--- config.mk ---
export PLATFORM = sky130hd
export DESIGN_NAME = reset_sequencer
export DESIGN_NICKNAME = d
export VERILOG_FILES = /design/src/rtl/reset_seq_pkg.sv /design/src/rtl/rs_cycle_cnt.sv /design/src/rtl/reset_sequencer.sv
export SDC_FILE = /design/constraint.sdc
export NUM_CORES = 1
export LEC_CHECK = 0
export ABC_AREA = 1
export BUFFER_PORTS_ARGS = -buffer_cell sky130_fd_sc_hd__buf_2
export CAP_MARGIN = 20
export CORE_MARGIN = 5
export CORE_UTILIZATION = 35
export DETAILED_ROUTE_END_ITERATION = 10
export HOLD_SLACK_MARGIN = 0.15
export PLACE_DENSITY_LB_ADDON = 0.15
export SLEW_MARGIN = 10
export SYNTH_ARGS = -nofsm -noshare
export SYNTH_HDL_FRONTEND = slang
export SYNTH_SLANG_ARGS = --single-unit
--- constraint.sdc ---
create_clock -name i_clk -period 2.09 [get_ports i_clk]
set_clock_uncertainty 0.2 [all_clocks]
set_input_delay 0 -clock i_clk [delete_from_list [all_inputs] [get_ports i_clk]]
set_output_delay 0 -clock i_clk [all_outputs]
set_load 0.1 [all_outputs]
--- src/rtl/reset_seq_pkg.sv ---
// Shared types and default parameters for the reset sequencer.
package reset_seq_pkg;

   typedef enum logic [1:0] {
      ST_WAIT_DLY = 2'd0,
      ST_WAIT_ACK = 2'd1,
      ST_DONE     = 2'd2,
      ST_ERR      = 2'd3
   } rs_state_e;

   localparam int DEF_NO_DOMAINS  = 4;
   localparam int DEF_RELEASE_DLY = 16;
   localparam int DEF_ACK_TIMEOUT = 255;

endpackage

--- src/rtl/rs_cycle_cnt.sv ---
// Shared up-counter with synchronous clear, enable and terminal-count compare.
module rs_cycle_cnt #(
   parameter int WIDTH = 8
) (
   input  logic             i_clk,
   input  logic             i_arst,
   input  logic             i_clr,
   input  logic             i_en,
   input  logic [WIDTH-1:0] i_tc_val,
   output logic             o_tc
);

   logic [WIDTH-1:0] cnt_q, cnt_d;

   always_comb begin
      cnt_d = cnt_q;
      if (i_clr) begin
         cnt_d = '0;
      end else if (i_en) begin
         cnt_d = cnt_q + WIDTH'(1);
      end
   end

   always_ff @(posedge i_clk or posedge i_arst) begin
      if (i_arst) begin
         cnt_q <= '0;
      end else begin
         cnt_q <= cnt_d;
      end
   end

   assign o_tc = (cnt_q == i_tc_val);

endmodule

--- src/rtl/reset_sequencer.sv ---
// Releases reset domains one at a time in index order, waiting a fixed delay
// and then a per-domain ack before moving to the next domain.
//
// state    | meaning
// WAIT_DLY | counting release delay for domain idx (still in reset)
// WAIT_ACK | domain idx released, waiting for its ack or the timeout
// DONE     | every domain released and acknowledged
// ERR      | ack timeout on domain idx; idx and above held in reset
module reset_sequencer
   import reset_seq_pkg::*;
#(
   parameter int NO_DOMAINS  = DEF_NO_DOMAINS,
   parameter int RELEASE_DLY = DEF_RELEASE_DLY,
   parameter int ACK_TIMEOUT = DEF_ACK_TIMEOUT
) (
   input  logic                          i_clk,
   input  logic                          i_arst,
   input  logic                          i_sw_rst_req,
   input  logic [NO_DOMAINS-1:0]         i_dom_ack,
   output logic [NO_DOMAINS-1:0]         o_dom_rst,
   output logic [$clog2(NO_DOMAINS)-1:0] o_cur_dom,
   output logic                          o_busy,
   output logic                          o_done,
   output logic                          o_timeout_err
);

   localparam int IDX_W   = $clog2(NO_DOMAINS);
   localparam int CNT_MAX = (RELEASE_DLY > ACK_TIMEOUT) ? RELEASE_DLY : ACK_TIMEOUT;
   localparam int CNT_W   = $clog2(CNT_MAX);

   localparam logic [IDX_W-1:0] LAST_IDX = IDX_W'(NO_DOMAINS - 1);
   localparam logic [CNT_W-1:0] DLY_TC   = CNT_W'(RELEASE_DLY - 1);
   localparam logic [CNT_W-1:0] TO_TC    = CNT_W'(ACK_TIMEOUT - 1);

   rs_state_e             state_q, state_d;
   logic [IDX_W-1:0]      idx_q, idx_d;
   logic [NO_DOMAINS-1:0] dom_rst_q, dom_rst_d;
   logic                  cnt_clr, cnt_en, cnt_tc;
   logic [CNT_W-1:0]      tc_val;

   assign tc_val = (state_q == ST_WAIT_ACK) ? TO_TC : DLY_TC;

   rs_cycle_cnt #(
      .WIDTH (CNT_W)
   ) u_cnt (
      .i_clk    (i_clk),
      .i_arst   (i_arst),
      .i_clr    (cnt_clr),
      .i_en     (cnt_en),
      .i_tc_val (tc_val),
      .o_tc     (cnt_tc)
   );

   always_comb begin
      state_d   = state_q;
      idx_d     = idx_q;
      dom_rst_d = dom_rst_q;
      cnt_clr   = 1'b0;
      cnt_en    = 1'b0;
      if (i_sw_rst_req) begin
         state_d   = ST_WAIT_DLY;
         idx_d     = '0;
         dom_rst_d = '1;
         cnt_clr   = 1'b1;
      end else begin
         case (state_q)
            ST_WAIT_DLY: begin
               if (cnt_tc) begin
                  for (int i = 0; i < NO_DOMAINS; i++) begin
                     if (idx_q == IDX_W'(i)) dom_rst_d[i] = 1'b0;
                  end
                  cnt_clr = 1'b1;
                  state_d = ST_WAIT_ACK;
               end else begin
                  cnt_en = 1'b1;
               end
            end
            ST_WAIT_ACK: begin
               if (i_dom_ack[idx_q]) begin
                  if (idx_q == LAST_IDX) begin
                     state_d = ST_DONE;
                  end else begin
                     idx_d   = idx_q + IDX_W'(1);
                     cnt_clr = 1'b1;
                     state_d = ST_WAIT_DLY;
                  end
               end else if (cnt_tc) begin
                  // A domain that never acked is put back into reset with the rest.
                  for (int i = 0; i < NO_DOMAINS; i++) begin
                     if (idx_q == IDX_W'(i)) dom_rst_d[i] = 1'b1;
                  end
                  state_d = ST_ERR;
               end else begin
                  cnt_en = 1'b1;
               end
            end
            default: ;
         endcase
      end
   end

   always_ff @(posedge i_clk or posedge i_arst) begin
      if (i_arst) begin
         state_q   <= ST_WAIT_DLY;
         idx_q     <= '0;
         dom_rst_q <= '1;
      end else begin
         state_q   <= state_d;
         idx_q     <= idx_d;
         dom_rst_q <= dom_rst_d;
      end
   end

   assign o_dom_rst     = dom_rst_q;
   assign o_cur_dom     = idx_q;
   assign o_busy        = (state_q == ST_WAIT_DLY) || (state_q == ST_WAIT_ACK);
   assign o_done        = (state_q == ST_DONE);
   assign o_timeout_err = (state_q == ST_ERR);

endmodule

After elaboration in Yosys (flattened, before gate mapping) --
Cells that the tools add are included.
Storage, ports and cells: bits in registers 16, output and inout port bits 9, logic and storage cells 80
Cells by class: add/sub/neg operators 2, muxes and demuxes 37, reductions and logical operators 13, equality and inequality tests 20, $lt $le $gt $ge 1
Operators with widths (count):
- 8-bit 2-to-1 mux | 3
- 6-bit AND reduction | 4
- 3-bit != test, second input constant | 7
- 2-bit 2-to-1 mux | 9
- 1-bit 2-to-1 mux | 16
- 4-bit 2-to-1 mux | 4
- 3-bit by 2-bit != test with 1-bit output, second input constant | 4
- 8-bit by 1-bit adder with 8-bit output, second input constant | 1
- 2-bit equality test, second input constant | 4
- 8-bit equality test | 1
- 4-bit case mux with 2 select lines | 1
- 3-bit AND reduction | 2
- 2-bit nonzero test | 3
- 2-bit by 1-bit equality test with 1-bit output, second input constant | 2
- 2-bit zero test | 2
- 4-bit by 3-bit != test with 1-bit output, second input constant | 1
- 1-bit case mux with 2 select lines | 2
- 2-bit case mux with 2 select lines | 1
- 2-bit by 3-bit < comparator with 1-bit output, second input constant | 1
- 3-bit nonzero test | 1
- 2-bit by 1-bit adder with 2-bit output, second input constant | 1
- 1-bit binary-select mux with 2-bit select | 1
- 2-bit != test, second input constant | 1
- 1-bit logical OR | 1

Depth between registers and ports, before layout --
depth after elaboration 9, mapped depth 10

Cells and area by module --
A second synthesis with hierarchy kept.
Unflattened totals: cells, all modules 176, area, all modules 1252.5 µm²
Modules (own cells, without submodules):
- reset_sequencer | instances 1, cells each 98, area an instance 691.9 µm²
- rs_cycle_cnt | instances 1, cells each 78, area an instance 560.5 µm²

Least setup slack after synthesis --
No wires, ideal clock.
path type reg-to-reg, start reg idx_q[0] (netlist: o_cur_dom[0]), end reg u_cnt.cnt_q[5], setup slack -115 ps, data arrival time 1940 ps, buffers on the path 0, data required time 1825 ps, library setup time 65 ps, clock period less this slack 2205 ps, stages on the path, launching flop included 11, cells stage by stage dfrtp_1 > inv_2 > nand2_1 > nand3_1 > nand2_1 > nand2_1 > nand3_2 > nand2_4 > inv_4 > nand3_1 > nand2_1
Between the ends: word-level cells in the longest chain between the ends 6
RTL lines:
- start: declaration | line reset_sequencer.sv:36 | logic [IDX_W-1:0] idx_q, idx_d;
- start signal: assignment | line reset_sequencer.sv:109 | idx_q <= idx_d;
- 1-bit binary-select mux with 2-bit select or 2-bit equality test (tied branches) | line reset_sequencer.sv:79, reset_sequencer.sv:80
- 1-bit 2-to-1 mux, on equally long branches | line reset_sequencer.sv:79, reset_sequencer.sv:80
- 1-bit 2-to-1 mux | line reset_sequencer.sv:79 | if (i_dom_ack[idx_q]) begin
- 1-bit case mux with 2 select lines | line reset_sequencer.sv:66 | case (state_q)
- 1-bit 2-to-1 mux | line reset_sequencer.sv:60 | if (i_sw_rst_req) begin
- 8-bit 2-to-1 mux or 2-bit nonzero test (tied branches)
- end signal: assignment | line rs_cycle_cnt.sv:28 | cnt_q <= cnt_d;
- end: declaration | line rs_cycle_cnt.sv:13 | logic [WIDTH-1:0] cnt_q, cnt_d;
Parallel ways exist; a longest one is shown, timed or not. The select of a mux whose other input is x is not followed. A chain may end at the register's enable or synchronous reset.

Worst setup path in the final report --
start reg idx_q[1] (netlist: o_cur_dom[1]), end reg state_q[0]
Between the ends: word-level cells in the longest chain between the ends 5
RTL lines:
- 1-bit binary-select mux with 2-bit select (*) | line reset_sequencer.sv:79
- 1-bit 2-to-1 mux (not written as such) (*) | line reset_sequencer.sv:79
- 2-bit 2-to-1 mux | line reset_sequencer.sv:79
- 2-bit case mux with 2 select lines | line reset_sequencer.sv:66
- 2-bit 2-to-1 mux | line reset_sequencer.sv:60
- end signal: assignment | line reset_sequencer.sv:108 | state_q <= state_d;
- end: declaration | line reset_sequencer.sv:35 | rs_state_e state_q, state_d;
Mark *: on every way between the ends. The rest lies on a longest branch, timed or not. The select of a mux whose other input is x is not followed.

==> metrics.txt <==
largest fanout on the critical path 6; worst setup path category reg2reg; Initial Util 36.5%; Rows 20; final hold violation count 0; Routed wire per std cell 11.1 µm; Setup Viol. Count Final 0; root buffer cell clkbuf_4; Final nets 188; Synth async-reset ratio 100%; WHS Endpoint o_dom_rst[1]; P&R area growth vs syn 20.8%; number of vias in the routed layout 986; Setup crit end kind register; chip height 66.7 µm; ys flop type dfrtp_1; Antenna diodes 0; FF+latch count, synth 16; Tcrit/Tclk final 93.7%; Power, Total 2.09 mW; GRT Resource Usage Total 13.1%; IO buf count 15; r2r setup slk 0.13 ns; hold_sp i_dom_ack[0]; htree depth 1; Arrival @ worst endpoint 1.95 ns; measured slew at the worst slew-check pin 0.631 ns; area occupied by multi-input gates 638 µm²; CTS tree yes; global-route wire length before repair 4510 µm; Worst Setup SP o_cur_dom[1]; DRC viols 0; clk buf depth 2; DP Worst Slack 0.368 ns; antenna viol nets, final 0; worst hold path type in2reg; number of synthesized flops with an enable pin 0; most common cell in the netlist nand2_1; drt via density 4.50; depth of the worst hold-timing path 8; drt first pass iters 4; CTS clk-pin slew, worst paths 0.10 ns; cell count after synthesis 150; GP Congestion 0.769; vias in the first global route 980; Seq/Total Area, Yosys 36.1%; CP Data Required Time 2.08 ns; Total Wirelength 2430 µm; Setup crit start kind register; mapped cell area 1120 µm²; Worst-Skew Late Latency 0.29 ns; share of cells above drive strength 1 25.1%; Post-Syn Area per Cell 7.49 µm²; core region area 3080 µm²; Congestion Overflow GR 0; die footprint 4440 µm²; P_leak 0.710 nW; post-synth top area share 26.7%; DIE WIDTH 66.7 µm; area leader, netlist dfrtp_1; total negative slack 0 ns; PwrDens 1540 nW/µm²; R2R depth 7; Clock Sink Count 16; top cells by area, synth dfrtp_1 27%, nand2_1 14%, nand3_1 11%, dfstp_2 9.4%, ha_1 5.6%; fmax 511 MHz; initial antenna violation count 0; Yosys cell types 22; Syn. warnings 0; Synth Net Count 162; fin crit period 1.96 ns; largest net degree at the start of global routing 17; hold slack 0.153 ns; count of pins over their slew limit 0; post-DP HPWL 1840 µm; R2R Path End state_q[0]; Final Non-Filler Cells 219; Initial DRC Count 50; fill cell count 313; placed cells 208; max-cap violations 0; setup slack after layout 0.132 ns; IO Pins 16; worst r2r src o_cur_dom[1]; most instantiated cells after synthesis 43 x nand2_1, 25 x nand3_1, 16 x inv_1; status completed; FF+latch area 408 µm²; worst IR drop on VDD 0.571 mV; cts bufs inserted 3; Slew HR 57.9%
[sequential cells by signal, summed over array words and instances (netlist names)]
| name | flops |
|---|---|
| o_dom_rst | 4 |
| o_cur_dom | 2 |
| u_cnt.cnt_q | 8 |
| state_q | 2 |
[power breakdown]
group | total, mW | leakage (nW) | switching, mW | internal, mW
Clock | 0.211 | 0.0210 | 0.105 | 0.106
Combinational | 1.34 | 0.490 | 1.05 | 0.290
Sequential | 0.535 | 0.199 | 0.103 | 0.432
Total | 2.09 | 0.710 | 1.26 | 0.828
[metrics by stage]
step | util (%) | area, µm²
6_report | 44.1 | 1360
5_1_grt | 44.1 | 1360
2_1_floorplan | - | 1130
4_1_cts | 43.8 | 1350
3_3_place_gp | 40.7 | 1250
3_5_place_dp | 40.7 | 1250
[critical path, stage by stage, from the launching register on]
cell and delay, ns:
dfrtp_2 0.46, inv_1 0.11, nand3_1 0.13, nand2_2 0.11
dlygate4sd3_1 0.56, nand3_1 0.07, a21oi_1 0.15, nor2_1 0.06
[per-layer routing]
layer,GRT usage [%],part of all wire [%]
met1,18.4,50
met2,19.8,43
met3,2.53,4.7
met4,4.57,1.3
met5,0,0
[cell families (layout without fill, tap and decap cells)]
family | count (synthesis) | count (layout) | synth area share (%)
AND/OR/NAND/NOR | 96 | 96 | 43.4
AO/OA/AOI/OAI | 6 | 6 | 2.67
buffers and inverters | 21 | 46 | 7.57
flip-flops | 16 | 16 | 36.1
adder cells (fa/ha/maj) | 5 | 5 | 5.57
XOR/XNOR | 6 | 6 | 4.68
[layout by cell type, fill, tap and decap left out]
cell / instances
nand2_1: 42
nand3_1: 25
inv_1: 16
buf_2: 15
nor2_1: 11
dfrtp_1: 10
dlygate4sd3_1: 6
nand2_2: 5
xor2_1: 5
ha_1: 5
dfstp_2: 4
inv_2: 3
nand2_4: 3
nand3_4: 3
nand4_1: 3
a21oi_1: 3
clkbuf_4: 3
o21ai_0: 2
dfrtp_2: 2
nand3_2: 1
nor2_4: 1
inv_4: 1
nor2_2: 1
nor3_1: 1
xnor2_1: 1
o21ai_1: 1
clkbuf_8: 1
buf_4: 1
[cell type report]
class | instances | share of cell area, %
Timing Repair Buffer | 22 | 10.5
Inverter | 20 | 5.71
Sequential cell | 16 | 30.0
Clock buffer | 4 | 2.67
Tap cell | 44 | 4.06
Multi-Input combinational cell | 113 | 47.0
[repair_timing]
item,4_1_cts,5_1_grt
resized for setup,0,1
buffers inserted,0,1
endpoints found under the hold margin,32,0
hold buffers,6,0
setup endpoints to repair,0,1
[how the worst max path moves through the flow]
stage          slack, ns  depth (start not counted)             end
2_1_floorplan       0.21                         10  u_cnt.cnt_q[3]
3_3_place_gp        0.34                         10  u_cnt.cnt_q[3]
5_1_grt            -0.01                          8      state_q[0]
4_1_cts             0.12                          7      state_q[0]
3_5_place_dp        0.37                         10  u_cnt.cnt_q[1]
6_report            0.13                          7      state_q[0]
Power figures use the tool's default switching activity.
